**src/rtl/age_sel_issue_if.sv**
```systemverilog
// Bundles the request side (req/age/head/flush/ready) and the grant side (valid/idx/fire) of the issue selector.
// The master drives requests and FU readiness; the slave presents the registered grants.
interface age_sel_issue_if #(
    parameter int N_ENTRIES = 16,
    parameter int N_GRANT   = 2,
    parameter int AGE_W     = 5
);
    localparam int IDX_W = $clog2(N_ENTRIES);

    logic                         flush;
    logic [N_ENTRIES-1:0]         req;
    logic [N_ENTRIES*AGE_W-1:0]   age;
    logic [AGE_W-1:0]             head_age;
    logic [N_GRANT-1:0]           out_ready;
    logic [N_GRANT-1:0]           gnt_valid;
    logic [N_GRANT*IDX_W-1:0]     gnt_idx;
    logic [N_ENTRIES-1:0]         fire_mask;

    modport master (
        output flush, req, age, head_age, out_ready,
        input  gnt_valid, gnt_idx, fire_mask
    );

    modport slave (
        input  flush, req, age, head_age, out_ready,
        output gnt_valid, gnt_idx, fire_mask
    );
endinterface

```
**src/rtl/age_sel_issue.sv**
```systemverilog
// Oldest-first (wrap-aware ROB age) issue selector feeding N_GRANT registered FU ports; SEL_RR_TIE_EN enables rotating tie-break.
// Latency: req -> gnt_valid in one cycle; fire_mask is combinational from the port registers.
// Backpressure: a port with valid & !out_ready stalls holding its entry; flush empties every port.
module age_sel_issue #(
    parameter int N_ENTRIES = 16,
    parameter int N_GRANT   = 2,
    parameter int AGE_W     = 5
) (
    input  logic           i_clk,
    input  logic           i_rst_n,
    age_sel_issue_if.slave io
);
    localparam int IDX_W = $clog2(N_ENTRIES);
    localparam int KEY_W = AGE_W + IDX_W;

    logic [N_GRANT-1:0]              r_gnt_vld;
    logic [N_GRANT-1:0][IDX_W-1:0]   r_gnt_idx;
    logic [N_ENTRIES-1:0][AGE_W-1:0] w_age;
    logic [N_ENTRIES-1:0][AGE_W-1:0] w_rel_age;
    logic [N_ENTRIES-1:0]            w_held;
    logic [N_ENTRIES-1:0]            w_avail;
    logic [N_ENTRIES-1:0]            w_fire_mask;
    logic [N_GRANT-1:0]              w_free;
    logic [N_GRANT-1:0]              w_load;
    logic [N_GRANT-1:0][IDX_W-1:0]   w_sel_idx;
    logic [IDX_W-1:0]                w_tie_base;
    logic [IDX_W-1:0]                w_best_idx;
    logic [KEY_W-1:0]                w_key;
    logic [KEY_W-1:0]                w_best_key;
    logic                            w_found;

    assign w_age = io.age;

    always_comb begin
        for (int i = 0; i < N_ENTRIES; i++) begin
            w_rel_age[i] = w_age[i] - io.head_age;
        end
    end

    // An entry stays held while its port fires, so the RS has a cycle to drop req.
    always_comb begin
        w_held      = '0;
        w_fire_mask = '0;
        w_free      = '0;
        for (int k = 0; k < N_GRANT; k++) begin
            w_free[k] = !r_gnt_vld[k] || io.out_ready[k];
            if (r_gnt_vld[k]) begin
                w_held[r_gnt_idx[k]] = 1'b1;
            end
            if (r_gnt_vld[k] && io.out_ready[k]) begin
                w_fire_mask[r_gnt_idx[k]] = 1'b1;
            end
        end
    end

    // Key = {relative age, tie rank}; tie rank is the index distance from the tie base.
    always_comb begin
        w_avail    = io.req & ~w_held;
        w_load     = '0;
        w_sel_idx  = '0;
        w_key      = '0;
        w_best_key = '0;
        w_best_idx = '0;
        w_found    = 1'b0;
        for (int k = 0; k < N_GRANT; k++) begin
            w_found    = 1'b0;
            w_best_key = '0;
            w_best_idx = '0;
            if (w_free[k]) begin
                for (int i = 0; i < N_ENTRIES; i++) begin
                    w_key = {w_rel_age[i], IDX_W'(i) - w_tie_base};
                    if (w_avail[i] && (!w_found || (w_key < w_best_key))) begin
                        w_found    = 1'b1;
                        w_best_key = w_key;
                        w_best_idx = IDX_W'(i);
                    end
                end
            end
            w_load[k]    = w_found;
            w_sel_idx[k] = w_best_idx;
            if (w_found) begin
                w_avail[w_best_idx] = 1'b0;
            end
        end
    end

    always_ff @(posedge i_clk or negedge i_rst_n) begin
        if (!i_rst_n) begin
            r_gnt_vld <= '0;
            r_gnt_idx <= '0;
        end else begin
            for (int k = 0; k < N_GRANT; k++) begin
                if (io.flush) begin
                    r_gnt_vld[k] <= 1'b0;
                end else if (w_free[k]) begin
                    r_gnt_vld[k] <= w_load[k];
                    if (w_load[k]) begin
                        r_gnt_idx[k] <= w_sel_idx[k];
                    end
                end
            end
        end
    end

`ifdef SEL_RR_TIE_EN
    logic [IDX_W-1:0] r_rr_ptr;
    logic [IDX_W-1:0] w_rr_nxt;

    always_comb begin
        w_rr_nxt = r_rr_ptr;
        for (int k = 0; k < N_GRANT; k++) begin
            if (w_load[k]) begin
                w_rr_nxt = w_sel_idx[k] + 1'b1;
            end
        end
    end

    always_ff @(posedge i_clk or negedge i_rst_n) begin
        if (!i_rst_n) begin
            r_rr_ptr <= '0;
        end else if (!io.flush) begin
            r_rr_ptr <= w_rr_nxt;
        end
    end

    assign w_tie_base = r_rr_ptr;
`else
    assign w_tie_base = '0;
`endif

    assign io.gnt_valid = r_gnt_vld;
    assign io.gnt_idx   = r_gnt_idx;
    assign io.fire_mask = w_fire_mask;
endmodule
```
**src/flat_wrapper.sv**
```systemverilog
// flat-port wrapper written by rule: the top's interface ports become plain ports
module age_sel_issue_flat 
#(
    parameter int N_ENTRIES = 16,
    parameter int N_GRANT   = 2,
    parameter int AGE_W     = 5
)
  (i_clk, i_rst_n, io_flush, io_req, io_age, io_head_age, io_out_ready, io_gnt_valid, io_gnt_idx, io_fire_mask);
  age_sel_issue_if #(.N_ENTRIES(N_ENTRIES), .N_GRANT(N_GRANT), .AGE_W(AGE_W)) io_i ();
  input  logic i_clk;
  input  logic i_rst_n;
  input wire logic [$bits(io_i.flush)-1:0] io_flush;
  input wire logic [$bits(io_i.req)-1:0] io_req;
  input wire logic [$bits(io_i.age)-1:0] io_age;
  input wire logic [$bits(io_i.head_age)-1:0] io_head_age;
  input wire logic [$bits(io_i.out_ready)-1:0] io_out_ready;
  output wire logic [$bits(io_i.gnt_valid)-1:0] io_gnt_valid;
  output wire logic [$bits(io_i.gnt_idx)-1:0] io_gnt_idx;
  output wire logic [$bits(io_i.fire_mask)-1:0] io_fire_mask;
  assign io_i.flush = io_flush;
  assign io_i.req = io_req;
  assign io_i.age = io_age;
  assign io_i.head_age = io_head_age;
  assign io_i.out_ready = io_out_ready;
  assign io_gnt_valid = io_i.gnt_valid;
  assign io_gnt_idx = io_i.gnt_idx;
  assign io_fire_mask = io_i.fire_mask;
  age_sel_issue #(.N_ENTRIES(N_ENTRIES), .N_GRANT(N_GRANT), .AGE_W(AGE_W)) u_core (.i_clk(i_clk), .i_rst_n(i_rst_n), .io(io_i));
endmodule
```
**config.mk**
```make
export PLATFORM = sky130hd
export DESIGN_NAME = age_sel_issue_flat
export DESIGN_NICKNAME = d
export VERILOG_FILES = /design/src/rtl/age_sel_issue_if.sv /design/src/rtl/age_sel_issue.sv /design/src/flat_wrapper.sv
export SDC_FILE = /design/constraint.sdc
export NUM_CORES = 1
export LEC_CHECK = 0
export ABC_CLOCK_PERIOD_IN_PS = 57600
export CORE_UTILIZATION = 40
export CTS_CLUSTER_SIZE = 25
export DETAILED_ROUTE_END_ITERATION = 8
export SLEW_MARGIN = 25
export SYNTH_ARGS = -nofsm -noshare
export SYNTH_HDL_FRONTEND = slang
export SYNTH_SLANG_ARGS = --single-unit
```
**constraint.sdc**
```tcl
create_clock -name i_clk -period 57.6 [get_ports i_clk]
set_input_delay 11.52 -clock i_clk [delete_from_list [all_inputs] [get_ports i_clk]]
set_output_delay 11.52 -clock i_clk [all_outputs]
set_load 0.02 [all_outputs]
```
==> results.md, run 1 <==
- Tcrit/Tclk final: 97.86%
- Pre-Repair DR Iteration Count: 5
- Top-count cell post-synth: ha_1
- CP endpoint kind: register
- Slew headroom: 39.85%
- CP arrival: 56.43 ns
- Die height: 159.5 um
- WL final: 38.12 mm
- Critical Path Source Type: input pin
- Port Buffers: 131
- GR Layer Usage met2: 52.22%
- Crit path max fanout: 7
- Nets: 2151
- Synth top area share: 25.21%
- Final ANT Viol Nets: 0
- Hold path start: u_core.io.gnt_idx[2]$_DFFE_PN0P_
- Avg Cell Area, Syn: 7.456 sq um
- Pin count of the biggest net entering global routing: 18
- Fin. max-slew vios: 0
- Final setup viols: 0
- Clock sinks: 10
- Top cells by area, synth: ha_1 25%, a21o_1 5.7%, a21oi_1 4.8%, o21ai_0 4.8%, inv_1 4.2%
- Area growth syn-to-layout: 60.67%
- Final HPWL DP: 29.79 mm
- Ant. Diodes: 0
- Most frequent cell on the critical path: o21a_1
- R2r startpoint: u_core.io.gnt_idx[5]$_DFFE_PN0P_
- Netlist Area Pre-Place: 0.009925 sq mm
- Yosys warnings: 0
- Yosys cell types: 100
- Max Root-Sink Buffers: 2
- Layout Cell Area excl Fill: 0.01595 sq mm
- Largest stage delay, worst path: 0.37 ns
- Layer with the highest usage: met2
- GRT Util Overall: 27.96%
- DP Area: 0.01362 sq mm
- Met3 Track Usage GR: 1.250%
- Tmin final: 56.37 ns
- Via-to-Cell Ratio: 5.664
- Least-Margin Pin Slew: 0.8992 ns
- Area of the core: 0.02432 sq mm
- Ys async rst share: 100.0%
- Hold_buf cts: 0
- Num rows: 57
- CTS tree: built
- Cells after synthesis: 1331
- Final hold vios: 0
- H-tree depth: 1
- Num CTS Buffers: 3
- Vias in the first global route: 11779
- Post-synth top flop: dfrtp_1
- Die area: 0.02545 sq mm
- Ratio of cells with drive above 1 in the final layout: 37.09%
- Clock-pin slew on the worst setup and hold paths: 0.04 ns
- Max-cap violation count: 0
- Initial antenna violation count: 0
- Clock skew: 0.001788 ns
- Worst reg-to-reg setup slack: 12.21 ns
- Mapped Nets: 1653
- First-pass GRT wire length: 58.42 mm
- Reg-to-Reg End: u_core.io.gnt_idx[6]$_DFFE_PN0P_
- Starting Density: 40.81%
- Number of enable flip-flop cells after synthesis: 0
- Synth cell count leaders: 200 x ha_1, 112 x inv_1, 95 x a21oi_1, 95 x nand2_1, 95 x o21ai_0
- CTS Root Cell: clkbuf_16
- Placer Congestion: 0.9489
- Outcome: finished clean
- Worst reg-to-reg path cell count: 281
- Worst hold path class: register to register
- Worst Hold End: u_core.io.gnt_idx[2]$_DFFE_PN0P_
- Routed len/inst: 17.71 um
- Fmax: 0.01774 GHz
- 1st-iter DRT viols: 676
- RSZ-0062 raised after global routing: yes
- I/O Pins: 132
- CP Data Required Time: 57.67 ns
- Slowest-stage cell, CP: fa_2
- Hold path cells: 2
- Congestion Overflow GR: 0
- Seq/Total Area, Yosys: 2.521%
- Kind of critical path: input pin to register
- FF+latch count, synth: 10
- Clock latency at the later pin of the worst-skew pair: 0.23 ns
- Cell taking the most area after synthesis: ha_1
- Die W: 159.5 um
- M1 GR Usage: 33.97%
- # fillers: 2035
- Remaining routing DRC violations: 0
- Via count: 12189
-- area by class of cell --
type                       count  area (sq um)  area share [%]
clock buffer                   4         88.84          0.5571
inverter                     115         442.9           2.778
multi-input combinational   1175         10400           65.24
sequential                    10         250.2           1.569
tap                          324         405.4           2.542
timing repair buffer         524          4355           27.31
-- per-layer routing --
layer	share of wire, %	up-vias
li1	-	5974
met3	3.6	88
met2	51	346
met5	0	-
met1	42	5781
met4	3.3	0
-- worst max-delay path by stage --
stage                     slack (ns)  cells after the start                          endpoint      startpoint
after floorplan                 0.04                    293  u_core.io.gnt_idx[7]$_DFFE_PN0P_  io_head_age[1]
after global placement         -3.03                    285  u_core.io.gnt_idx[6]$_DFFE_PN0P_  io_head_age[1]
after detailed placement       -3.43                    285  u_core.io.gnt_idx[7]$_DFFE_PN0P_  io_head_age[1]
after CTS                       0.01                    286  u_core.io.gnt_idx[6]$_DFFE_PN0P_  io_head_age[1]
after global routing           -0.85                    292  u_core.io.gnt_idx[5]$_DFFE_PN0P_  io_head_age[0]
final                           1.23                    286  u_core.io.gnt_idx[6]$_DFFE_PN0P_  io_head_age[0]
-- flip-flops by register name (all words and copies together) (netlist names) --
signal               count
u_core.io.gnt_idx        8
u_core.io.gnt_valid      2
-- worst max-delay path: cells and delay by family --
family          cells  cell delay (ns)
simple gates       50             6.17
buf+inv            40             4.52
xor+xnor            1             0.16
compound gates    157            24.14
fa+ha+maj          30             7.77
mux                 8             2.01
-- placed cells by master (no fill, tap or decap), types with 10 or more instances in the layout --
cell type,n
o221ai_1,10
a31oi_1,15
clkdlybuf4s50_1,125
buf_4,371
ha_1,170
o21a_1,41
nand2_2,10
dfrtp_1,10
o22ai_1,19
buf_6,21
xnor2_1,46
nand2b_1,28
and3_1,10
a21o_1,75
inv_1,97
inv_2,13
o21ai_2,40
nand4_1,11
nor3_1,10
ha_4,26
nor2_2,10
fa_1,14
o211ai_1,15
o21ai_0,34
xor2_1,17
a21oi_2,31
mux2i_1,16
o21ai_1,32
a21oi_1,63
nor2_1,79
nand2_1,84
nand3_1,25
-- timing repair --
item / CTS / global route
setup buffers: 70 / 53
pin swaps: 72 / 184
endpoints found under the setup margin: 4 / 4
cloned: 1 / 0
gates resized for setup: 120 / 225
-- logic make-up (layout without fill, tap and decap cells) --
group	Yosys count	in the layout	synth area share, %
DFF	10	10	2.521
xor gates and xnor gates	64	64	5.648
AOI/OAI and AO/OA	499	499	35.05
buffers and inverters	146	643	5.787
and+or+nand+nor	351	351	17.75
muxes	45	45	4.803
adders and majority gates	216	216	28.44
-- through the flow --
step / TNS, ns / setup WS, ns / hold slack [ns] / instances / util, %
4_1_cts: 0 / 0.01439 / 0.7109 / 2101 / 60.34
2_1_floorplan: 0 / 0.03942 / 0.7026 / 1331 / -
3_3_place_gp: -12.06 / -3.031 / 0.6970 / 2026 / 56.00
6_report: 0 / 1.235 / 0.7097 / 2152 / 65.57
5_1_grt: -3.344 / -0.8456 / 0.7449 / 2152 / 65.57
3_5_place_dp: -13.68 / -3.434 / 0.6882 / 2026 / 56.00
Power of run 1 is left out: the tool's default activity adds up to more than one toggle a clock period on the data nets, which glitch-free logic cannot reach.
==> run 2: changes to the inputs <==
--- a/config.mk
+++ b/config.mk
@@ -6,6 +6,7 @@
 export NUM_CORES = 1
 export LEC_CHECK = 0
 export ABC_CLOCK_PERIOD_IN_PS = 57600
+export CAP_MARGIN = 15
 export CORE_UTILIZATION = 40
 export CTS_CLUSTER_SIZE = 25
 export DETAILED_ROUTE_END_ITERATION = 8
==> results of run 2 <==
Final layout, timing and power as in run 1 (identical DEF).
Power of run 2 is left out for the same reason.
